### src/rtl/counter_pkg.sv
// -----------------------------------------------------------------------------
// counter_pkg
// Shared definitions for the up/down counter slice.
//   MODE_WRAP / MODE_SAT : encodings of the 'mode' input
//   sel_e                : which source feeds the count register in a cycle
// -----------------------------------------------------------------------------
package counter_pkg;

   localparam logic MODE_WRAP = 1'b0;
   localparam logic MODE_SAT  = 1'b1;

   // The four sources in priority order, highest first.
   typedef enum logic [1:0] {
      SEL_CFG   = 2'd0,
      SEL_LOAD  = 2'd1,
      SEL_COUNT = 2'd2,
      SEL_HOLD  = 2'd3
   } sel_e;

endpackage

### src/rtl/counter_next.sv
// -----------------------------------------------------------------------------
// counter_next
// Purely combinational next-value and event arithmetic for updn_counter_p.
// Ports:
//   i_cur        current count
//   i_direction  1 = up, 0 = down
//   i_mode       MODE_WRAP or MODE_SAT
//   i_step       increment magnitude (0 = hold)
//   i_limit_lo   inclusive lower bound
//   i_limit_hi   inclusive upper bound
//   i_load_val   raw load value
//   o_next       count result if a count is performed this cycle
//   o_event      wrap/saturation event accompanying o_next
//   o_load_clamp i_load_val clamped into [i_limit_lo, i_limit_hi]
// -----------------------------------------------------------------------------
module counter_next
   import counter_pkg::*;
#(
   parameter int WIDTH = 8
) (
   input  logic [WIDTH-1:0] i_cur,
   input  logic             i_direction,
   input  logic             i_mode,
   input  logic [WIDTH-1:0] i_step,
   input  logic [WIDTH-1:0] i_limit_lo,
   input  logic [WIDTH-1:0] i_limit_hi,
   input  logic [WIDTH-1:0] i_load_val,
   output logic [WIDTH-1:0] o_next,
   output logic             o_event,
   output logic [WIDTH-1:0] o_load_clamp
);

   logic [WIDTH:0] w_sum;
   logic [WIDTH:0] w_diff;
   logic           w_carry;
   logic           w_borrow;

   // One extra bit catches carry-out on the sum and borrow on the difference.
   assign w_sum    = {1'b0, i_cur} + {1'b0, i_step};
   assign w_diff   = {1'b0, i_cur} - {1'b0, i_step};
   assign w_carry  = w_sum[WIDTH];
   assign w_borrow = w_diff[WIDTH];

   // Count result. A count that starts outside the window (limits moved at
   // run time) is pulled back to the violated bound first, even with step 0.
   // Landing exactly on a bound is a normal count, not an event.
   always_comb begin
      o_next  = i_cur;
      o_event = 1'b0;
      if (i_cur > i_limit_hi) begin
         o_next  = i_limit_hi;
         o_event = 1'b1;
      end else if (i_cur < i_limit_lo) begin
         o_next  = i_limit_lo;
         o_event = 1'b1;
      end else if (i_step == '0) begin
         o_next  = i_cur;
      end else if (i_direction) begin
         if (w_carry || (w_sum[WIDTH-1:0] > i_limit_hi)) begin
            o_next  = (i_mode == MODE_SAT) ? i_limit_hi : i_limit_lo;
            o_event = 1'b1;
         end else begin
            o_next  = w_sum[WIDTH-1:0];
         end
      end else begin
         if (w_borrow || (w_diff[WIDTH-1:0] < i_limit_lo)) begin
            o_next  = (i_mode == MODE_SAT) ? i_limit_lo : i_limit_hi;
            o_event = 1'b1;
         end else begin
            o_next  = w_diff[WIDTH-1:0];
         end
      end
   end

   // Loads never leave the window.
   always_comb begin
      o_load_clamp = i_load_val;
      if (i_load_val < i_limit_lo) begin
         o_load_clamp = i_limit_lo;
      end else if (i_load_val > i_limit_hi) begin
         o_load_clamp = i_limit_hi;
      end
   end

endmodule

### src/rtl/updn_counter_p.sv
// -----------------------------------------------------------------------------
// updn_counter_p
// Parameterised up/down counter with programmable window, wrap or saturate
// behaviour, synchronous load and configuration-error flag. All outputs are
// registered.
// Ports:
//   clk, rst_n         clock, asynchronous active-low reset
//   enable, direction  count request and direction (1 = up)
//   mode               MODE_WRAP / MODE_SAT
//   step               increment magnitude
//   limit_lo/limit_hi  inclusive window
//   load, load_val     synchronous load (clamped into the window)
//   counter_out        count
//   at_hi, at_lo       count equals the respective limit
//   wrap_p             one-cycle pulse on a wrap/saturation event
//   cfg_err            limit_lo > limit_hi
// -----------------------------------------------------------------------------
module updn_counter_p
   import counter_pkg::*;
#(
   parameter int WIDTH   = 8,
   parameter int RST_VAL = 0
) (
   input  logic             clk,
   input  logic             rst_n,
   input  logic             enable,
   input  logic             direction,
   input  logic             mode,
   input  logic [WIDTH-1:0] step,
   input  logic [WIDTH-1:0] limit_lo,
   input  logic [WIDTH-1:0] limit_hi,
   input  logic             load,
   input  logic [WIDTH-1:0] load_val,
   output logic [WIDTH-1:0] counter_out,
   output logic             at_hi,
   output logic             at_lo,
   output logic             wrap_p,
   output logic             cfg_err
);

   localparam logic [WIDTH-1:0] RST_CNT = RST_VAL[WIDTH-1:0];

   logic [WIDTH-1:0] r_count;
   logic             r_at_hi;
   logic             r_at_lo;
   logic             r_wrap;
   logic             r_cfg_err;

   logic [WIDTH-1:0] w_count_next;
   logic             w_count_event;
   logic [WIDTH-1:0] w_load_clamp;
   logic             w_cfg_bad;
   sel_e             w_sel;
   logic [WIDTH-1:0] w_nxt;
   logic             w_wrap;

   counter_next #(
      .WIDTH (WIDTH)
   ) u_next (
      .i_cur        (r_count),
      .i_direction  (direction),
      .i_mode       (mode),
      .i_step       (step),
      .i_limit_lo   (limit_lo),
      .i_limit_hi   (limit_hi),
      .i_load_val   (load_val),
      .o_next       (w_count_next),
      .o_event      (w_count_event),
      .o_load_clamp (w_load_clamp)
   );

   assign w_cfg_bad = (limit_lo > limit_hi);

   // Priority: bad configuration freezes the count, then load, then count.
   always_comb begin
      w_sel = SEL_HOLD;
      if (w_cfg_bad) begin
         w_sel = SEL_CFG;
      end else if (load) begin
         w_sel = SEL_LOAD;
      end else if (enable) begin
         w_sel = SEL_COUNT;
      end
   end

   always_comb begin
      w_nxt  = r_count;
      w_wrap = 1'b0;
      unique case (w_sel)
         SEL_LOAD:  w_nxt = w_load_clamp;
         SEL_COUNT: begin
            w_nxt  = w_count_next;
            w_wrap = w_count_event;
         end
         default:   w_nxt = r_count;
      endcase
   end

   // Flags are derived from the value being written, so they line up with
   // counter_out on the same edge.
   always_ff @(posedge clk or negedge rst_n) begin
      if (!rst_n) begin
         r_count   <= RST_CNT;
         r_at_hi   <= 1'b0;
         r_at_lo   <= 1'b0;
         r_wrap    <= 1'b0;
         r_cfg_err <= 1'b0;
      end else begin
         r_count   <= w_nxt;
         r_at_hi   <= (w_nxt == limit_hi);
         r_at_lo   <= (w_nxt == limit_lo);
         r_wrap    <= w_wrap;
         r_cfg_err <= w_cfg_bad;
      end
   end

   assign counter_out = r_count;
   assign at_hi       = r_at_hi;
   assign at_lo       = r_at_lo;
   assign wrap_p      = r_wrap;
   assign cfg_err     = r_cfg_err;

endmodule

### config.mk
export PLATFORM = sky130hd
export DESIGN_NAME = updn_counter_p
export DESIGN_NICKNAME = d
export VERILOG_FILES = /design/src/rtl/counter_pkg.sv /design/src/rtl/counter_next.sv /design/src/rtl/updn_counter_p.sv
export SDC_FILE = /design/constraint.sdc
export NUM_CORES = 1
export LEC_CHECK = 0
export BUFFER_PORTS_ARGS = -buffer_cell sky130_fd_sc_hd__buf_2
export CAP_MARGIN = 20
export CORE_MARGIN = 1.5
export CORE_UTILIZATION = 45
export DETAILED_ROUTE_END_ITERATION = 6
export GPL_TIMING_DRIVEN = 0
export PLACE_DENSITY_LB_ADDON = 0.1
export SLEW_MARGIN = 40
export SYNTH_ARGS = -nofsm -noshare
export SYNTH_HDL_FRONTEND = slang
export SYNTH_SLANG_ARGS = --single-unit
### constraint.sdc
create_clock -name clk -period 4.2 [get_ports clk]
set_input_delay 0.42 -clock clk [delete_from_list [all_inputs] [get_ports clk]]
set_output_delay 0.42 -clock clk [all_outputs]
set_load 0.005 [all_outputs]
After elaboration in Yosys (flattened, before gate mapping)
Index checks and enable logic that the tools add are counted.

Register bits after elaboration: 12. Bits of input ports: 38. Output and inout bits: 12. Logic and storage cells: 42.

Add/sub/neg operators: 2. Magnitude comparators: 7. Equality and inequality tests: 4. Muxes and demuxes: 21. Reduce and logical (&&, ||, !) cells: 3.

Operators with widths (count): $mux W8 (10); $gt A8 B8 Y1 (4); $lt A8 B8 Y1 (3); $eq A8 B8 Y1 (2); $pmux W8 S2 (1); $add A8 B8 Y9 (1); $sub A8 B8 Y9 (1); $logic_not A8 Y1 (1); $mux W1 (8); $mux W2 (2); $eq A2 B1 Y1 const B (1); $eq A2 B2 Y1 const B (1); $logic_or A1 B1 Y1 (2).

Depth between registers and ports, before layout
Gate-level depths: netlist of the first run.

Depth after elaboration: 10. Depth in mapped cells: 22. Depth with buffers taken out: 22.

Hierarchy
Synthesis of the first run repeated with hierarchy kept, for this count alone.

Cells, all modules: 462. Area, all modules: 3679.8 µm².

By module, submodules not included: counter_next (instances 1, cells each 344, area an instance 2618.8 µm², sequential area each 0.0 µm²); updn_counter_p (instances 1, cells each 118, area an instance 1061.0 µm², sequential area each 300.3 µm²).

Least setup slack after synthesis of the first run
Ideal clock, no wire load.

Path type: register to register. From: register r_count[2] (netlist: counter_out[2]). To: register r_at_hi (netlist: at_hi). Setup time: 0.096 ns. Arrival: 4.363 ns. Required time: 4.104 ns. Slack: -0.258 ns. Cell stages (with the launch flop): 19. Path buffers: 1. Period minus slack after synthesis: 4.458 ns. Cells stage by stage: dfrtp_1 ha_1 buf_4 or3_1 o211ai_1 a21oi_1 o21ai_1 xor2_1 inv_1 ha_1 a21oi_1 o21ai_0 o22ai_1 nand2_1 o2111a_1 o31a_1 xnor2_1 or4_1 nor4_2.

Cells in the longest elaborated chain, start to end: 10. Elaborated cells on any way between the ends: 16. Classes of those cells: add/sub: 2; order compare: 4; eq/ne: 1; mux: 7; reduce/logical: 2.

RTL lines: start, declared (line updn_counter_p.sv:43) `logic [WIDTH-1:0] r_count;`; start signal, assigned (line updn_counter_p.sv:109) `r_count <= w_nxt;`; $sub A8 B8 Y9 / $add A8 B8 Y9 (equally long branches) (line counter_next.sv:40, counter_next.sv:39); $lt A8 B8 Y1 / $gt A8 B8 Y1 (equally long branches) (line counter_next.sv:66, counter_next.sv:59); $logic_or A1 B1 Y1, on equally long branches (line counter_next.sv:66, counter_next.sv:59); $mux W8, on equally long branches (line counter_next.sv:66, counter_next.sv:59); $mux W8 (line counter_next.sv:58) `end else if (i_direction) begin`; $mux W8 (line counter_next.sv:56) `end else if (i_step == '0) begin`; $mux W8 (line counter_next.sv:53) `end else if (i_cur < i_limit_lo) begin`; $mux W8 (line counter_next.sv:50) `if (i_cur > i_limit_hi) begin`; $pmux W8 S2 (*) (line updn_counter_p.sv:89) `unique case (w_sel)`; $eq A8 B8 Y1 (*) (line updn_counter_p.sv:110) `r_at_hi <= (w_nxt == limit_hi);`; end signal, assigned (line updn_counter_p.sv:110); end, declared (line updn_counter_p.sv:44) `logic r_at_hi;`.

Mark *: on every way between the ends. The rest lies on a longest branch, timed or not.

Final worst setup path of the first run
From: register r_count[4] (netlist: counter_out[4]). To: register r_at_hi (netlist: at_hi).

Same word-level chain as after synthesis.

==> impl_metrics.json, run 1 <==
{
  "status": "complete, but fails checks",
  "violations": "negative setup slack",
  "max_freq_mhz": 216,
  "htree_levels": 1,
  "cts.sinks": 12,
  "yosys-mux-area-fraction": 0.0592,
  "finalSetupViolCount": 2,
  "hold_viol": 0,
  "yosysSeqAreaShare": 0.0785,
  "grt_pass1_vias": 3912,
  "grt_max_degree": 13,
  "pwr_density_cell_nw_per_um2": 565,
  "vias": 4183,
  "critPathLaunchType": "register",
  "clock_skew_ns": 0.00119,
  "synth_warnings": 0,
  "core-area_sq_um": 8220,
  "leakagePower_nw": 2.18,
  "worstSetupEndpointType": "register",
  "final_common_cell": "ha_1",
  "r2r-start": "counter_out[4]",
  "synthAdderAreaFrac": 0.243,
  "r2r_cells": 18,
  "synth_top_family_by_area": "compound AO/OA/AOI/OAI gates",
  "start_util": 0.465,
  "cts.path.max_buffers": 2,
  "syn_area_sq_um": 3820,
  "ys_ff_latch": 12,
  "nets": 674,
  "synth_top_area_frac": 0.232,
  "synth.distinct_cells": 78,
  "rsz0062_at_grt": "true",
  "dr.pass1.iters": 5,
  "drv_cap": 0,
  "grt_first_pass_wirelength_mm": 22.2,
  "synth-compound-area-share": 0.300,
  "ios": 50,
  "postSynth.asyncResetShare": 1.00,
  "synth-simple-area-share": 0.187,
  "clk_latency_ns": 0.24,
  "synthCells": 491,
  "total_power_w": 0.00260,
  "arrival_ns": 4.77,
  "die-area_sq_um": 9060,
  "die_w_um": 95.2,
  "fillers": 803,
  "timing.hold.ws_ns": 0.0405,
  "vias_per_cell": 6.26,
  "routed_wl_mm": 14.9,
  "layout_common_cells": "ha_1 (67), buf_2 (51), inv_1 (48)",
  "synthTopCellsByArea": "ha_1 (23%), dfrtp_1 (7.9%), mux2i_1 (5.2%), inv_1 (5.0%), a21oi_1 (4.1%)",
  "antenna_found_initial": 1,
  "multiInputGateArea_sq_um": 3420,
  "clock-root-buffer": "clkbuf_8",
  "rrSetupSlack_ns": -0.43,
  "regArea_sq_um": 307,
  "antenna_left": 0,
  "ctsHoldBuffers": 0,
  "fin_ws_ns": -0.426,
  "synth_xor_area_frac": 0.0550,
  "placed_cell_area_sq_um": 4250,
  "area_growth_pct": 20.6,
  "slew_viol_final": 0,
  "cts.reportedPaths.clkPinSlew_ns": 0.05,
  "finalNonFillerCells": 668,
  "slew_headroom": 0.513,
  "syn-num-nets": 602,
  "synth_ff_type": "dfrtp_1",
  "startpoint": "counter_out[4]",
  "holdCritPathClass": "in -> async",
  "die_y_um": 95.2,
  "r2r_end": "at_hi",
  "numPortBuffers": 48,
  "gr-usage-all-layers": 0.335,
  "cp_max_fo": 7,
  "cp.required_ns": 4.34,
  "tightest_slew_ns": 0.727,
  "finalCritPeriodShare": 1.10,
  "dp_hpwl_mm": 11.3,
  "criticalPathCategory": "reg -> reg",
  "yosys.area.top_type": "ha_1",
  "ir_drop_mv": 0.345,
  "final_layout_size_suffix_gt1_frac": 0.242,
  "wl_per_cell_um": 22.2,
  "drt_iter0_drc": 310,
  "route.detailed.drc": 0,
  "dp_cells": 644,
  "cts_buffers": 3,
  "overflow": 0,
  "synth.avg_cell_area_sq_um": 7.79,
  "num_rows": 33,
  "place_ws_ns": -0.968,
  "period_minus_slack_ns": 4.63,
  "synth_edf_count": 0,
  "fin_area_sq_um": 4610,
  "tritoncts": "yes",
  "gp_congestion": 0.944
}
## repair_timing
action | CTS | global route
endpoints found under the setup margin | 10 | 8
gates cloned | 0 | 0
pin swaps | 17 | 5
setup buffers | 15 | 6
resized for setup | 24 | 9
## cell type report
| type | instances | share of cell area |
|---|---|---|
| multi-input combinational | 412 | 0.742 |
| timing repair buffer | 69 | 0.0863 |
| sequential | 12 | 0.0665 |
| inverter | 51 | 0.0431 |
| tap | 105 | 0.0285 |
| buffer | 14 | 0.0214 |
| clock buffer | 4 | 0.0119 |
| antenna | 1 | 0.000543 |
## cells in the mapped netlist, types with 9 or more instances
| cell type | n |
|---|---|
| nor2b_1 | 9 |
| nand2_1 | 34 |
| mux2i_1 | 20 |
| a21oi_1 | 31 |
| nor2_1 | 33 |
| o21ai_0 | 25 |
| dfrtp_1 | 12 |
| xnor2_1 | 17 |
| inv_1 | 51 |
| nand3_1 | 11 |
| ha_1 | 71 |
| o211ai_1 | 14 |
## metal layers
layer  vias up  routed length [um]  global-route usage
li1       1984                   -                   -
met1      1966                6600               0.456
met2       192                6530               0.531
met3        41                1130              0.0367
met4         0                 587               0.143
met5         -                   0                   0
## critical path: stages, from the launching register on
cell	delay (ns)
dfrtp_2	0.46
ha_4	0.26
buf_6	0.11
or3_1	0.30
o211ai_1	0.25
a21oi_1	0.13
o21ai_2	0.16
xor2_2	0.28
inv_2	0.08
ha_4	0.28
nand4_1	0.13
a21oi_2	0.18
o22ai_4	0.13
and4_1	0.18
or3_1	0.34
o31a_1	0.29
xnor2_1	0.15
or4_4	0.54
nor4_4	0.26
## sequential cells by signal, indices dropped and copies added (netlist names)
signal and count:
at_lo 1, at_hi 1, wrap_p 1, counter_out 8, cfg_err 1
## report_power, final
group / leakage (nW) / switching [W] / internal (W)
registers: 0.149 / 0.000109 / 0.000155
logic: 2.00 / 0.00128 / 0.000942
clock network: 0.0288 / 0.0000397 / 0.0000825
total: 2.18 / 0.00143 / 0.00118
## metrics by stage
| stage | TNS [ns] | util |
|---|---|---|
| 3_3_place_gp | -3.55 | 0.517 |
| 5_1_grt | -1.27 | 0.561 |
| 3_5_place_dp | -3.60 | 0.517 |
| 4_1_cts | -0.840 | 0.550 |
| 6_report | -0.837 | 0.561 |
| 2_1_floorplan | -0.113 | - |
## how the worst max path moves through the flow
stage / to / slack [ns] / cells after the start
after global placement: at_lo / -0.97 / 16
after global routing: at_hi / -0.64 / 18
final: at_hi / -0.43 / 18
after detailed placement: at_lo / -0.97 / 16
after CTS: at_hi / -0.43 / 18
after floorplan: at_hi / -0.09 / 18
## cells by family after synthesis
logic type,after synthesis
buffers and inverters,67
AND/OR/NAND/NOR,136
flip-flops,12
multiplexers,22
AO/OA/AOI/OAI,157
XOR/XNOR,24
adder cells (fa/ha/maj),73
(Power assumes the default switching activity.)
==> run 2, diff against run 1 <==
--- a/config.mk
+++ b/config.mk
@@ -8,7 +8,7 @@
 export BUFFER_PORTS_ARGS = -buffer_cell sky130_fd_sc_hd__buf_2
 export CAP_MARGIN = 20
 export CORE_MARGIN = 1.5
-export CORE_UTILIZATION = 45
+export CORE_UTILIZATION = 50
 export DETAILED_ROUTE_END_ITERATION = 6
 export GPL_TIMING_DRIVEN = 0
 export PLACE_DENSITY_LB_ADDON = 0.1
==> run 2 against run 1 <==
The run still ends with negative setup slack left. Routed wire length shrank 2.3%. Sequential power shrank 3%. Die area shrank 9.7%. Critical path type unchanged. Maximum frequency grew 1.6%. Largest power group unchanged. Largest cell class unchanged. Core utilization grew 5.7 points.
==> impl_metrics.json, run 2 (synthesis gave the netlist of run 1 again) <==
{
  "status": "complete, but fails checks",
  "violations": "negative setup slack",
  "ios": 50,
  "cp.required_ns": 4.36,
  "seq_power_share": 0.101,
  "final_layout_size_suffix_gt1_frac": 0.224,
  "route.detailed.drc": 0,
  "dp_hpwl_mm": 10.9,
  "gr-usage-all-layers": 0.349,
  "antenna_left": 0,
  "routed_wl_mm": 14.5,
  "htree_levels": 1,
  "ir_drop_mv": 0.460,
  "antenna_cells": 0,
  "finalSetupViolCount": 2,
  "switchingPower_w": 0.00139,
  "antenna_found_initial": 0,
  "criticalPathCategory": "reg -> reg",
  "clock-root-buffer": "clkbuf_8",
  "arrival_ns": 4.71,
  "layout_common_cells": "ha_1 (67), buf_2 (50), inv_1 (48)",
  "rsz0062_at_grt": "true",
  "clock_skew_ns": 0.00485,
  "gp_congestion": 1.02,
  "vias_per_cell": 6.44,
  "cp_max_fo": 8,
  "cts.sinks": 12,
  "nets": 669,
  "numPortBuffers": 48,
  "cts.path.max_buffers": 2,
  "tightest_slew_ns": 0.695,
  "drv_cap": 0,
  "ctsHoldBuffers": 0,
  "final_util": 0.619,
  "wl_per_cell_um": 22.1,
  "core-area_sq_um": 7330,
  "hold_viol": 0,
  "grt_first_pass_wirelength_mm": 21.9,
  "grt_pass1_vias": 3918,
  "max_freq_mhz": 220,
  "fin_ws_ns": -0.353,
  "die_y_um": 90.5,
  "start_util": 0.522,
  "grt_max_degree": 13,
  "period_minus_slack_ns": 4.55,
  "largest_reg_flops": 8,
  "internal_power_w": 0.00113,
  "cts.reportedPaths.clkPinSlew_ns": 0.06,
  "clk_latency_ns": 0.25,
  "area_growth_pct": 18.6,
  "worstSetupEndpointType": "register",
  "finalCritPeriodShare": 1.08,
  "total_power_w": 0.00251,
  "num_rows": 31,
  "die_w_um": 90.5,
  "vias": 4222,
  "final_common_cell": "ha_1",
  "power_frac_clock": 0.052,
  "overflow": 0,
  "holdCritPathClass": "in -> async",
  "critPathLaunchType": "register",
  "comb_power_share": 0.846,
  "drt_iter0_drc": 482,
  "tritoncts": "yes",
  "dr.pass1.iters": 6,
  "place_ws_ns": -0.769,
  "die-area_sq_um": 8180,
  "pwr_density_cell_nw_per_um2": 554,
  "slew_headroom": 0.535,
  "swShare": 0.551,
  "cts_buffers": 3,
  "leakagePower_nw": 2.15,
  "slew_viol_final": 0
}
[run 2: metal layers]
metal	share of wire	GRT usage	up-vias
met5	0	0	-
met4	0.030	0.123	0
met3	0.10	0.0564	40
met2	0.44	0.548	234
met1	0.43	0.479	1990
li1	-	-	1958
[run 2: timing repair]
action / 4_1_cts / 5_1_grt
setup endpoints to repair: 7 / 4
pin swaps: 17 / 4
resized for setup: 18 / 9
setup buffers: 14 / 3
[run 2: final timing paths]
| check | startpoint | endpoint | slack (ns) | cells past startpoint |
|---|---|---|---|---|
| setup / recovery | counter_out[3] | at_hi | -0.35 | 17 |
| hold / removal | rst_n | counter_out[5] | 0.04 | 1 |
| setup reg to reg | counter_out[3] | at_hi | -0.35 | 17 |
| hold reg to reg | counter_out[5] | counter_out[5] | 0.81 | 2 |
| max in group asynchronous | rst_n | counter_out[4] | 3.92 | 1 |
| min in group clk | limit_hi[7] | at_hi | 0.62 | 3 |
[run 2: metrics by stage]
stage               area (sq um)  instances  hold slack (ns)  TNS [ns]
floorplan                   3870        491            0.124    -0.113
global placement            4240        638            0.306     -2.49
detailed placement          4240        638            0.311     -2.55
CTS                         4470        653           0.0368    -0.675
global route                4530        656           0.0571     -1.05
finish                      4530        656           0.0357    -0.687
[run 2: cell type report]
type | count | area [sq um]
plain buffers | 13 | 87.6
clock buffers | 4 | 55.1
fillers | 680 | 2800
inverters | 51 | 199
multi-input cells | 412 | 3390
flip-flops and latches | 12 | 307
well taps | 99 | 124
repair buffers | 65 | 374
[run 2: critical path, cell delays in order, from the launching register on]
cell and delay, ns:
dfrtp_2 0.46, ha_4 0.24, or3_1 0.36, o211ai_1 0.24
a21oi_1 0.10, o21ai_1 0.15, xor2_1 0.29, inv_1 0.13
ha_4 0.29, nand4_1 0.17, a21oi_2 0.21, o22ai_4 0.14
and4_1 0.20, or3_1 0.30, o31a_1 0.28, xnor2_1 0.14
or4_4 0.50, nor4_4 0.25
[run 2: power by group through the flow]
stage	sequential, W	combinational [W]	clock, W
global route	0.000257	0.00229	0.000138
floorplan	0.000215	0.00137	0
CTS	0.000250	0.00203	0.000134
finish	0.000255	0.00213	0.000131
detailed placement	0.000275	0.00183	0
global placement	0.000275	0.00179	0
==> run 3, diff against run 2 <==
--- a/config.mk
+++ b/config.mk
@@ -7,11 +7,14 @@
 export LEC_CHECK = 0
 export BUFFER_PORTS_ARGS = -buffer_cell sky130_fd_sc_hd__buf_2
 export CAP_MARGIN = 20
+export CELL_PAD_IN_SITES_DETAIL_PLACEMENT = 1
+export CELL_PAD_IN_SITES_GLOBAL_PLACEMENT = 1
 export CORE_MARGIN = 1.5
-export CORE_UTILIZATION = 50
+export CORE_UTILIZATION = 40
 export DETAILED_ROUTE_END_ITERATION = 6
 export GPL_TIMING_DRIVEN = 0
 export PLACE_DENSITY_LB_ADDON = 0.1
+export SETUP_SLACK_MARGIN = 0.3
 export SLEW_MARGIN = 40
 export SYNTH_ARGS = -nofsm -noshare
 export SYNTH_HDL_FRONTEND = slang
==> run 3 against run 2 <==
The run still ends with negative setup slack left. Combinational power increased by 23%. Maximum frequency increased by 0.41%. Cell area increased by 8.5%. Power increased by 19%. Sequential share of layout area decreased by 0.50 points. Worst hold slack improved by 0.012 ns. Via count increased by 3.1%. Clock skew increased by 0.0026 ns. Critical path type unchanged.
==> impl_metrics.json, run 3 (synthesis gave the netlist of run 1 again) <==
{
  "status": "complete, but fails checks",
  "violations": "negative setup slack",
  "die-area_sq_um": 10200,
  "antenna_left": 0,
  "area_growth_pct": 28.7,
  "startpoint": "counter_out[2]",
  "fin_ws_ns": -0.334,
  "clock-root-buffer": "clkbuf_8",
  "routed_wl_mm": 16.7,
  "cp_cell_sequence": "ha_4 -> buf_6 -> or3_4 -> o211ai_1 -> buf_4 -> a21oi_4 -> o21ai_2 -> xor2_2 -> inv_2 -> ha_4 -> nand4_1 -> a21oi_2 -> o22ai_4 -> and4_1 -> or3_1 -> o31a_1 -> xnor2_1 -> or4_4 -> nor4_4",
  "start_util": 0.414,
  "grt_pass1_vias": 4420,
  "ios": 50,
  "die_y_um": 101,
  "slowest_delay_ns": 0.48,
  "wl_per_cell_um": 23.6,
  "finalNonFillerCells": 707,
  "criticalPathCategory": "reg -> reg",
  "antenna_cells": 0,
  "cts.reportedPaths.clkPinSlew_ns": 0.05,
  "clk_latency_ns": 0.24,
  "r2r_end": "at_hi",
  "dr.pass1.iters": 5,
  "drv_cap": 0,
  "r2r_cells": 19,
  "holdCritPathClass": "in -> async",
  "vias": 4352,
  "total_power_w": 0.00298,
  "slew_viol_final": 0,
  "cp_max_fo": 6,
  "r2r-start": "counter_out[2]",
  "finalSetupViolCount": 2,
  "clock_skew_ns": 0.00743,
  "finalCritPeriodShare": 1.08,
  "critPathBufInv": 3,
  "cts.sinks": 12,
  "critPathLaunchType": "register",
  "route.detailed.drc": 0,
  "drt_iter0_drc": 249,
  "num_rows": 35,
  "htree_levels": 1,
  "final_layout_size_suffix_gt1_frac": 0.303,
  "final_common_cell": "ha_1",
  "largest_reg_flops": 8,
  "core-area_sq_um": 9240,
  "slew_headroom": 0.433,
  "cts_buffers": 3,
  "worst_path_most_repeated_cell": "ha_4",
  "worstSetupEndpointType": "register",
  "max_freq_mhz": 221,
  "dp_cells": 668,
  "leakagePower_nw": 2.28,
  "timing.hold.ws_ns": 0.0478,
  "grt_first_pass_wirelength_mm": 25.4,
  "cts.path.max_buffers": 2,
  "antenna_found_initial": 0,
  "dp_hpwl_mm": 12.4,
  "rrSetupSlack_ns": -0.33,
  "crit_family": "simple AND/OR/NAND/NOR gates",
  "die_w_um": 101,
  "slowest_stage": "dfrtp_2",
  "period_minus_slack_ns": 4.53,
  "ir_drop_mv": 0.292,
  "pwr_density_cell_nw_per_um2": 606,
  "cp.required_ns": 4.35,
  "tritoncts": "yes",
  "overflow": 0,
  "gr-usage-all-layers": 0.337,
  "arrival_ns": 4.69,
  "gp_congestion": 0.944,
  "numPortBuffers": 48,
  "rsz0062_at_grt": "true",
  "grt_max_degree": 13,
  "layout_common_cells": "ha_1 (66), buf_2 (51), inv_1 (43)",
  "hold_viol": 0,
  "nets": 690,
  "vias_per_cell": 6.16,
  "tightest_slew_ns": 0.829
}
[run 3: cell count changes in the layout (fill, tap and decap cells not counted), moves of 3 or more]
cell | previous run | this run
buf_4 | 16 | 28
buf_6 | 3 | 11
inv_1 | 48 | 43
inv_2 | 1 | 6
mux2i_1 | 20 | 17
o2111ai_1 | 6 | 3
xnor2_1 | 17 | 14
xnor2_2 | 0 | 3
[run 3: worst max-delay path by stage]
stage / slack [ns] / end / depth (start not counted)
floorplan: -0.09 / at_hi / 18
finish: -0.33 / at_hi / 19
CTS: -0.38 / at_lo / 19
detailed placement: -1.07 / at_lo / 17
global placement: -1.06 / at_lo / 16
global route: -0.58 / at_hi / 19
[run 3: cell type report]
type                            instances  area (sq um)
Clock buffer                            4          45.0
Tap cell                              129           161
Buffer                                 16           121
Sequential cell                        12           308
Multi-Input combinational cell        412          3550
Fill cell                            1142          4320
Timing Repair Buffer                   83           533
Inverter                               51           199
[run 3: power breakdown]
group | switching, W | total [W] | internal, W
sequential | 0.0000991 | 0.000255 | 0.000156
combinational | 0.00144 | 0.00262 | 0.00118
clock | 0.0000395 | 0.000106 | 0.0000666
[run 3: per-layer routing]
metal | track usage | vias up | wire length, um
met5 | 0 | - | 0
met3 | 0.0451 | 39 | 1250
met2 | 0.521 | 194 | 7210
li1 | - | 2006 | -
met4 | 0.133 | 0 | 652
met1 | 0.471 | 2113 | 7550
[run 3: what timing repair did]
item                                    4_1_cts  5_1_grt
endpoints found under the setup margin       11       11
resized for setup                            37       35
hold buffers                                  0        0
buffers inserted                             27        8
pin swaps                                    22       13
[run 3: through the flow]
step	instance area [sq um]	setup slack [ns]	TNS, ns	utilization
finish	4920	-0.334	-0.656	0.532
global placement	4280	-1.06	-3.83	0.463
detailed placement	4280	-1.07	-4.22	0.463
floorplan	3870	-0.0888	-0.113	-
CTS	4700	-0.378	-0.730	0.509
global route	4920	-0.577	-1.59	0.532
